<file path="config.mk">
export PLATFORM = sky130hd
export DESIGN_NAME = seg_scan_controller
export DESIGN_NICKNAME = d
export VERILOG_FILES = /design/src/rtl/seg_scan_controller.sv
export SDC_FILE = /design/constraint.sdc
export NUM_CORES = 1
export LEC_CHECK = 0
export ABC_AREA = 1
export CORE_UTILIZATION = 35
export CTS_CLUSTER_DIAMETER = 30
export DETAILED_ROUTE_END_ITERATION = 8
export GPL_ROUTABILITY_DRIVEN = 0
export PLACE_DENSITY = 0.57
export SETUP_SLACK_MARGIN = 0.05
export SLEW_MARGIN = 20
export SYNTH_ARGS = -nofsm -noshare
export SYNTH_HDL_FRONTEND = slang
export SYNTH_SLANG_ARGS = --single-unit
</file>
<file path="constraint.sdc">
create_clock -name CLK -period 2.35 [get_ports CLK]
set_input_delay 0.5875 -clock CLK [delete_from_list [all_inputs] [get_ports CLK]]
set_output_delay 0.5875 -clock CLK [all_outputs]
set_load 0.02 [all_outputs]
</file>
<file path="src/rtl/seg_scan_controller.sv">
// ----------------------------------------------------------------------------
// seg_scan_controller
//
// Time-multiplexed driver for an 8-digit, common-anode 7-segment display that
// shows the state of a two-dice game.
//
//   digit 0 : die 1 value (dash when out of 1..6)
//   digit 1 : die 2 value (dash when out of 1..6)
//   digit 3 : ones of die1+die2 (blank if either die is invalid)
//   digit 4 : tens of die1+die2 (blank if sum < 10 or either die invalid)
//   digit 7 : status  E (win&lose), blinking P (win), blinking L (lose),
//             r (roll), else blank
//   digits 2, 5, 6 : always blank
//
// Game inputs are sampled once per full 8-digit frame so that a frame never
// mixes old and new values.
//
// Parameters
//   REFRESH_DIV  : clock cycles per digit slot (>= 4)
//   BLINK_FRAMES : full frames per blink half-period (>= 1)
//
// Ports
//   CLK        in   system clock, rising-edge
//   reset      in   synchronous, active-high reset
//   Win        in   game-won level
//   Lose       in   game-lost level
//   Roll       in   awaiting-roll level
//   Dice1[2:0] in   die 1 value
//   Dice2[2:0] in   die 2 value
//   Anode[7:0] out  digit enables, active-low (bit n = digit n), registered
//   Cathode[6:0] out segments {g,f,e,d,c,b,a}, active-low, registered
// ----------------------------------------------------------------------------
module seg_scan_controller #(
    parameter int REFRESH_DIV  = 100000,
    parameter int BLINK_FRAMES = 64
) (
    input  logic       CLK,
    input  logic       reset,
    input  logic       Win,
    input  logic       Lose,
    input  logic       Roll,
    input  logic [2:0] Dice1,
    input  logic [2:0] Dice2,
    output logic [7:0] Anode,
    output logic [6:0] Cathode
);

    localparam int CNT_W = $clog2(REFRESH_DIV);
    localparam int FRM_W = $clog2(BLINK_FRAMES + 1);
    localparam logic [CNT_W-1:0] CNT_LAST = CNT_W'(REFRESH_DIV - 1);
    localparam logic [FRM_W-1:0] FRM_LAST = FRM_W'(BLINK_FRAMES - 1);

    localparam logic [6:0] GLY_BLANK = 7'h7F;
    localparam logic [6:0] GLY_DASH  = 7'h3F;
    localparam logic [6:0] GLY_R     = 7'h2F;
    localparam logic [6:0] GLY_P     = 7'h0C;
    localparam logic [6:0] GLY_L     = 7'h47;
    localparam logic [6:0] GLY_E     = 7'h06;

    // Decimal digit to segment pattern; anything above 9 is blank.
    function automatic logic [6:0] digit_glyph(input logic [3:0] v);
        logic [6:0] g;
        case (v)
            4'd0:    g = 7'h40;
            4'd1:    g = 7'h79;
            4'd2:    g = 7'h24;
            4'd3:    g = 7'h30;
            4'd4:    g = 7'h19;
            4'd5:    g = 7'h12;
            4'd6:    g = 7'h02;
            4'd7:    g = 7'h78;
            4'd8:    g = 7'h00;
            4'd9:    g = 7'h10;
            default: g = GLY_BLANK;
        endcase
        return g;
    endfunction

    function automatic logic die_valid(input logic [2:0] v);
        return (v != 3'd0) && (v != 3'd7);
    endfunction

    function automatic logic [6:0] die_glyph(input logic [2:0] v);
        return die_valid(v) ? digit_glyph({1'b0, v}) : GLY_DASH;
    endfunction

    // Status digit: win&lose is a fault indication and never blinks.
    function automatic logic [6:0] status_glyph(input logic win, input logic lose,
                                                input logic roll, input logic bp);
        logic [6:0] g;
        if (win && lose) begin
            g = GLY_E;
        end else if (win) begin
            g = bp ? GLY_P : GLY_BLANK;
        end else if (lose) begin
            g = bp ? GLY_L : GLY_BLANK;
        end else if (roll) begin
            g = GLY_R;
        end else begin
            g = GLY_BLANK;
        end
        return g;
    endfunction

    logic [CNT_W-1:0] cnt_q, cnt_d;
    logic [2:0]       dig_q, dig_d;
    logic [FRM_W-1:0] frm_q, frm_d;
    logic             bp_q, bp_d;
    logic             win_q, win_d, lose_q, lose_d, roll_q, roll_d;
    logic [2:0]       d1_q, d1_d, d2_q, d2_d;
    logic [7:0]       anode_q, anode_d;
    logic [6:0]       cathode_q, cathode_d;

    logic             tick_s;
    logic             frame_end_s;
    logic [3:0]       sum_s;
    logic [3:0]       ones_s;
    logic             sum_ge10_s;
    logic             dice_ok_s;

    // Next-state logic for prescaler, scan position, blink timing, snapshot and outputs.
    always_comb begin
        cnt_d     = cnt_q;
        dig_d     = dig_q;
        frm_d     = frm_q;
        bp_d      = bp_q;
        win_d     = win_q;
        lose_d    = lose_q;
        roll_d    = roll_q;
        d1_d      = d1_q;
        d2_d      = d2_q;
        anode_d   = 8'hFF;
        cathode_d = GLY_BLANK;

        tick_s      = (cnt_q == CNT_LAST);
        frame_end_s = tick_s && (dig_q == 3'd7);

        // Sum is formed only from the snapshot so the whole frame is coherent.
        sum_s      = {1'b0, d1_q} + {1'b0, d2_q};
        sum_ge10_s = (sum_s >= 4'd10);
        ones_s     = sum_ge10_s ? (sum_s - 4'd10) : sum_s;
        dice_ok_s  = die_valid(d1_q) && die_valid(d2_q);

        if (tick_s) begin
            cnt_d = '0;
            dig_d = dig_q + 3'd1;
        end else begin
            cnt_d = cnt_q + CNT_W'(1);
        end

        if (frame_end_s) begin
            win_d  = Win;
            lose_d = Lose;
            roll_d = Roll;
            d1_d   = Dice1;
            d2_d   = Dice2;
            if (frm_q == FRM_LAST) begin
                frm_d = '0;
                bp_d  = ~bp_q;
            end else begin
                frm_d = frm_q + FRM_W'(1);
            end
        end else begin
            frm_d = frm_q;
        end

        // First two cycles of every slot keep all digits dark to avoid ghosting.
        if (cnt_q < CNT_W'(2)) begin
            anode_d = 8'hFF;
        end else begin
            anode_d = ~(8'd1 << dig_q);
        end

        case (dig_q)
            3'd0:    cathode_d = die_glyph(d1_q);
            3'd1:    cathode_d = die_glyph(d2_q);
            3'd3:    cathode_d = dice_ok_s ? digit_glyph(ones_s) : GLY_BLANK;
            3'd4:    cathode_d = (dice_ok_s && sum_ge10_s) ? digit_glyph(4'd1) : GLY_BLANK;
            3'd7:    cathode_d = status_glyph(win_q, lose_q, roll_q, bp_q);
            default: cathode_d = GLY_BLANK;
        endcase
    end

    // State and output registers with synchronous reset.
    always_ff @(posedge CLK) begin
        if (reset) begin
            cnt_q     <= '0;
            dig_q     <= 3'd0;
            frm_q     <= '0;
            bp_q      <= 1'b1;
            win_q     <= 1'b0;
            lose_q    <= 1'b0;
            roll_q    <= 1'b0;
            d1_q      <= 3'd0;
            d2_q      <= 3'd0;
            anode_q   <= 8'hFF;
            cathode_q <= GLY_BLANK;
        end else begin
            cnt_q     <= cnt_d;
            dig_q     <= dig_d;
            frm_q     <= frm_d;
            bp_q      <= bp_d;
            win_q     <= win_d;
            lose_q    <= lose_d;
            roll_q    <= roll_d;
            d1_q      <= d1_d;
            d2_q      <= d2_d;
            anode_q   <= anode_d;
            cathode_q <= cathode_d;
        end
    end

    assign Anode   = anode_q;
    assign Cathode = cathode_q;

endmodule

</file>
==> qor.yml, run 1 <==
htreeDepth: 3
yosysWarnings: 0
endpoint_kind: "flip-flop"
grt_max_degree: 18
dp_cells: 630
via_per_inst: 4.721
synth.cell_area_um2: 3472
port_buffers: 25
maxCapViolations: 0
cts_hold_buf: 0
hpwl_um: 5745
final_cells: 646
worstReg2RegStart: "d1_q[0]"
cts_buffers: 9
worstHoldEndpoint: "roll_q"
p_leak_nw: 1.843
powerDensity_nw_per_um2: 566.8
dr.pass1.iters: 5
tightestPinTransition_ns: 0.4720
vdd_drop_max_mv: 0.2257
num_io_pins: 26
worstSkewPairLatency_ns: 0.34
vias: 3050
setup_ws_ns: 0.2348
period_needed_ns: 2.115
setup_tns_ns: 0
hp-class: "reg2reg"
setup_viol: 0
cts_sinks: 66
core_um2: 9415
max_slew_margin_pct: 68.42
synth_nets: 511
antenna_left: 0
run_status: "complete, no violations"
clockRootBuffer: "clkbuf_8"
drv_slew: 0
dp_slack_ns: 0.07858
syn_inst: 475
fill_cells: 974
grt_pass1_vias: 2858
antenna_found_initial: 0
grt_pass1_wl_um: 12850
areaGrowthSynthToFinish_pct: 19.71
final_layout_size_suffix_gt1_share_pct: 9.671
cts_tree: "done"
layout_commonest_cell: "nand2_1"
ys_seq_area_share_pct: 38.05
die_h_um: 101.6
final_util_pct: 44.15
ys_ff_latch: 66
rows: 35
die_area_um2: 10320
hold_path_depth: 2
grt_overflow: 0
hold_slack_ns: 0.4567
reg2reg_depth: 12
start_kind: "flip-flop"
grt.total_usage_pct: 16.13
die_w_um: 101.6
skew_ns: 0.01106
rsz0062_at_grt: "no"
wl_per_cell_um: 11.55
final_area_um2: 4156
critPathKind: "reg2reg"
rrSetupSlack_ns: 0.23
num_antenna_cells: 0
cts_buffer_depth: 2
clk_pin_slew_ns: 0.08
cp.arrival_ns: 2.35
hold_viol: 0
clock.fmax_mhz: 472.8
drc: 0
final_cell_mix: "nand2_1 (122), dfxtp_1 (66), inv_1 (57)"
required_ns: 2.59
crit_fanout: 5
wl_um: 7463
r2r_end: "Cathode[3]"
fin_nets: 548
initial_core_util_pct: 36.88
syn_area_per_cell_um2: 7.310
period_share_pct: 90.01
synth.distinct_cells: 34
drt_iter0_markers: 90
placed_area_um2: 3909
min_from: "roll_q"
finalPower_mw: 2.356
[metal layers]
metal  global-route usage, %  part of all wire [%]
met4                   6.689                   1.4
met1                   21.47                    51
met2                   25.62                    45
met5                       0                     0
met3                   2.968                   3.4
[where the power goes]
group,internal (mW),leakage (nW),total (mW),switching (mW)
combinational,0.0315,1.19,0.0707,0.0392
sequential,1.12,0.533,1.13,0.00506
clock,0.704,0.123,1.16,0.452
[worst max path at each step]
stage / end / start
final: Cathode[3] / d1_q[0]
after CTS: Cathode[3] / d1_q[0]
after detailed placement: Cathode[3] / d1_q[0]
after floorplan: Cathode[3] / d1_q[0]
after global placement: Cathode[3] / d1_q[0]
after global routing: flip-flop / cnt_q[1]
[Yosys cell counts (all sizes together)]
cell / instances / share of area (%)
a21oi: 17 / 2.5
a31oi: 1 / 0.18
and3: 1 / 0.18
buf: 4 / 0.76
clkbuf: 4 / 0.47
dfxtp: 66 / 38
fa: 1 / 0.58
ha: 24 / 8.6
inv: 60 / 6.5
nand2: 124 / 14
nand3: 38 / 7.3
nand4: 19 / 3.9
nor2: 58 / 7.3
nor3: 11 / 2.0
nor3b: 3 / 0.65
nor4: 1 / 0.18
o211ai: 1 / 0.22
o21ai: 30 / 4.3
o22ai: 1 / 0.18
o31ai: 1 / 0.22
or2: 2 / 0.36
xnor2: 2 / 0.50
xor2: 6 / 1.5
[repair_timing]
| item | 4_1_cts | 5_1_grt |
|---|---|---|
| resized for setup | 0 | 3 |
| buffers inserted | 0 | 0 |
| setup endpoints to repair | 0 | 6 |
[critical path: stages, from the launching register on]
cell     delay, ns
dfxtp_1       0.33
ha_1          0.23
fa_1          0.45
inv_1         0.10
nand2_2       0.10
o21ai_2       0.19
ha_1          0.27
nand3_1       0.09
nand2_1       0.05
nand2_1       0.05
nand2_1       0.05
nand2_1       0.07
nand2_1       0.04
[cell families (layout without fill, tap and decap cells)]
group,Yosys count,in the layout,synth area share [%]
and+or+nand+nor,257,257,35.42
adders and majority gates,25,25,9.225
DFF,66,66,38.05
xor gates and xnor gates,8,8,2.018
AOI/OAI and AO/OA,51,51,7.568
buffers and inverters,68,110,7.712
[final cells by class]
cell class / instances / area [um^2] / area share (%)
tap: 129 / 161.4 / 3.883
multi-input combinational: 341 / 1889 / 45.45
sequential: 66 / 1321 / 31.79
timing repair buffer: 34 / 317.8 / 7.646
inverter: 60 / 225.2 / 5.418
clock inverter: 7 / 117.6 / 2.830
clock buffer: 9 / 123.9 / 2.980
Note: power is estimated with default switching activity, not from simulation.
==> run 2: changes to the inputs <==
CTS_CLUSTER_SIZE = 25   (was unset)
==> results of run 2 <==
Same layout as run 1: the final DEF is identical, and so are final timing and power.
==> RTL edit, RTL diff (flow settings as in run 2) <==
Change the parameter `REFRESH_DIV` from 100000 to 200000.
--- a/src/rtl/seg_scan_controller.sv
+++ b/src/rtl/seg_scan_controller.sv
@@ -31,7 +31,7 @@
 //   Cathode[6:0] out segments {g,f,e,d,c,b,a}, active-low, registered
 // ----------------------------------------------------------------------------
 module seg_scan_controller #(
-    parameter int REFRESH_DIV  = 100000,
+    parameter int REFRESH_DIV  = 200000,
     parameter int BLINK_FRAMES = 64
 ) (
     input  logic       CLK,
Check against the original RTL: no difference found for any inputs over 10 cycles, from zero or initial values and one cycle with reset high; that may be too few to reach the edited logic, so the function may still have changed.
==> RTL edit against run 2 <==
  * Area after synthesis rose by 1.1%
  * Setup slack got worse by 0.027 ns
  * Non-clock buffer count rose by 15
  * Design area rose by 6.2%
  * Total power fell by 2.7%
  * Count of clock-buffer cells in the layout rose by 1
  * Sequential cell count rose by 1
  * Cell count rose by 4.3%
  * Clock skew fell by 0.0041 ns
  * Wire length rose by 3.3%
  * Via count rose by 1.0%
==> RTL edit: results (changes against run 2) <==
## Drt
- 81 — violation count after the first detailed-routing iteration, -10%
- 4 — Pre-Repair DR Iteration Count, -1
- 4.57 — detail-routed via count per cell, -3.2%
- 7710 µm — Detailed Route WL, +3.3%
- 3810 µm — met1 WL, +0.87%
- 3610 µm — met2 layer wire length in the routed design, +8.3%
- 186 µm — DR WL met3, -26%

## Critical path
- 0.57 ns — delay of the slowest cell on the worst path, +0.12 ns
- d2_q[0] — worst flop-to-flop path startpoint
- 0.21 ns — reg2reg setup slack, -0.03 ns
- 4 — largest fanout of any net on the critical path, -1
- Cathode[4] — RR Endpoint
- sky130_fd_sc_hd__fa_2 — slowest cell on the critical path
- 2.37 ns — Arr. time, crit path, +0.02 ns

## Global routing
- 21 — largest net degree at the start of global routing, +3
- 0.160 — GRT Resource Usage Total, -0.00148
- 2,848 — via count of the first global-routing pass, -0.35%
- 13,000 µm — wire length of the first global-routing pass, +0.96%

## Placement
- 4010 µm² — DP Area, +2.5%
- -0.00119 ns — pre-CTS worst setup slack, -0.0798 ns
- 25 — Port-buffer cells, unchanged
- 5890 µm — Detailed Place HPWL, +2.5%

## Timing
- 0.697 — relative slew slack, +0.0123
- 2.14 ns — final critical path time including I/O delays and setup, +0.0271 ns
- 0.00693 ns — clock tree skew after final layout, -0.00413 ns
- 0 — endpoints failing setup, unchanged

## Outcome
- finished, final reports clean — run status

## Yosys
- 35 — number of distinct library cell variants in the gate-level netlist after synthesis, +2.9%
- 520 — Synthesized Nets, +1.8%
- 0.0959 — post-synthesis compound-gate area fraction, +0.0202
- 0.0175 — fraction of synthesized cell area in xor and xnor cells, -0.00271
- 0.382 — sequential area share after synthesis, +0.00163
- 0.0948 — Post-Synth Adder-Cell Area, +0.00258
- sky130_fd_sc_hd__dfxtp_1, sky130_fd_sc_hd__nand2_1, sky130_fd_sc_hd__ha_1 — cells taking the most area after synthesis
- sky130_fd_sc_hd__nand2_1, sky130_fd_sc_hd__dfxtp_1, sky130_fd_sc_hd__inv_1, sky130_fd_sc_hd__nor2_1, sky130_fd_sc_hd__o21ai_0 — ranking of synthesized cells by instance count

## Finish
- 0.157 — share of final-layout standard cells stronger than drive strength 1, +0.0604
- 573 — nets@finish, +4.6%

## Power
- 0.237 mV — peak supply drop, +5.0%
- 0.00195 µW — Leak, +5.9%

## Min path
- frm_q[6] — Min-Delay Startpoint

[RTL edit: routing by layer]
metal,vias up,GRT usage
met4,0,0.0692
met5,-,0
met3,9,0.0274
met2,35,0.264
met1,1376,0.205
li1,1661,-
[RTL edit: layout make-up]
cell class	instances	area, µm²
Fill cell	1052	5320
Tap cell	133	166
Sequential cell	67	1350
Clock inverter	6	88.8
Timing Repair Buffer	49	450
Inverter	65	244
Clock buffer	10	138
Multi-Input combinational cell	344	1980
[RTL edit: critical path: cells and delay by family (launching register included)]
kind,cells,cell delay [ns]
adder cells (fa/ha/maj),3,0.89
AO/OA/AOI/OAI,2,0.21
buffers and inverters,3,0.29
flip-flops,1,0.37
AND/OR/NAND/NOR,4,0.25
[RTL edit: worst min-delay path by stage]
| stage | to | slack [ns] | cells after the start |
|---|---|---|---|
| finish | frm_q[6] | 0.47 | 2 |
| global placement | frm_q[6] | 0.44 | 2 |
| floorplan | frm_q[6] | 0.42 | 2 |
| CTS | frm_q[6] | 0.47 | 2 |
| detailed placement | frm_q[6] | 0.46 | 2 |
| global route | frm_q[6] | 0.52 | 2 |
[RTL edit: kinds of logic after synthesis]
| logic type | after synthesis |
|---|---|
| xor gates and xnor gates | 7 |
| and+or+nand+nor | 255 |
| adders and majority gates | 26 |
| buffers and inverters | 72 |
| DFF | 67 |
| AOI/OAI and AO/OA | 56 |
[RTL edit: what timing repair did]
action,CTS,global route
pin swaps,1,11
setup endpoints to repair,6,18
buffers inserted,3,7
resized for setup,7,23
[RTL edit: power by group]
part	internal, µW	switching (µW)
clock	626	451
sequential	1140	5.15
combinational	35.4	35.4
[RTL edit: metrics by stage]
stage               power (µW)  utilization  hold slack [ns]  cells
detailed placement        1240        0.412            0.460    648
global route              2370        0.454            0.517    674
finish                    2290        0.454            0.473    674
global placement          1240        0.412            0.436    648
CTS                       2320        0.438            0.470    667
floorplan                 1200            -            0.423    483
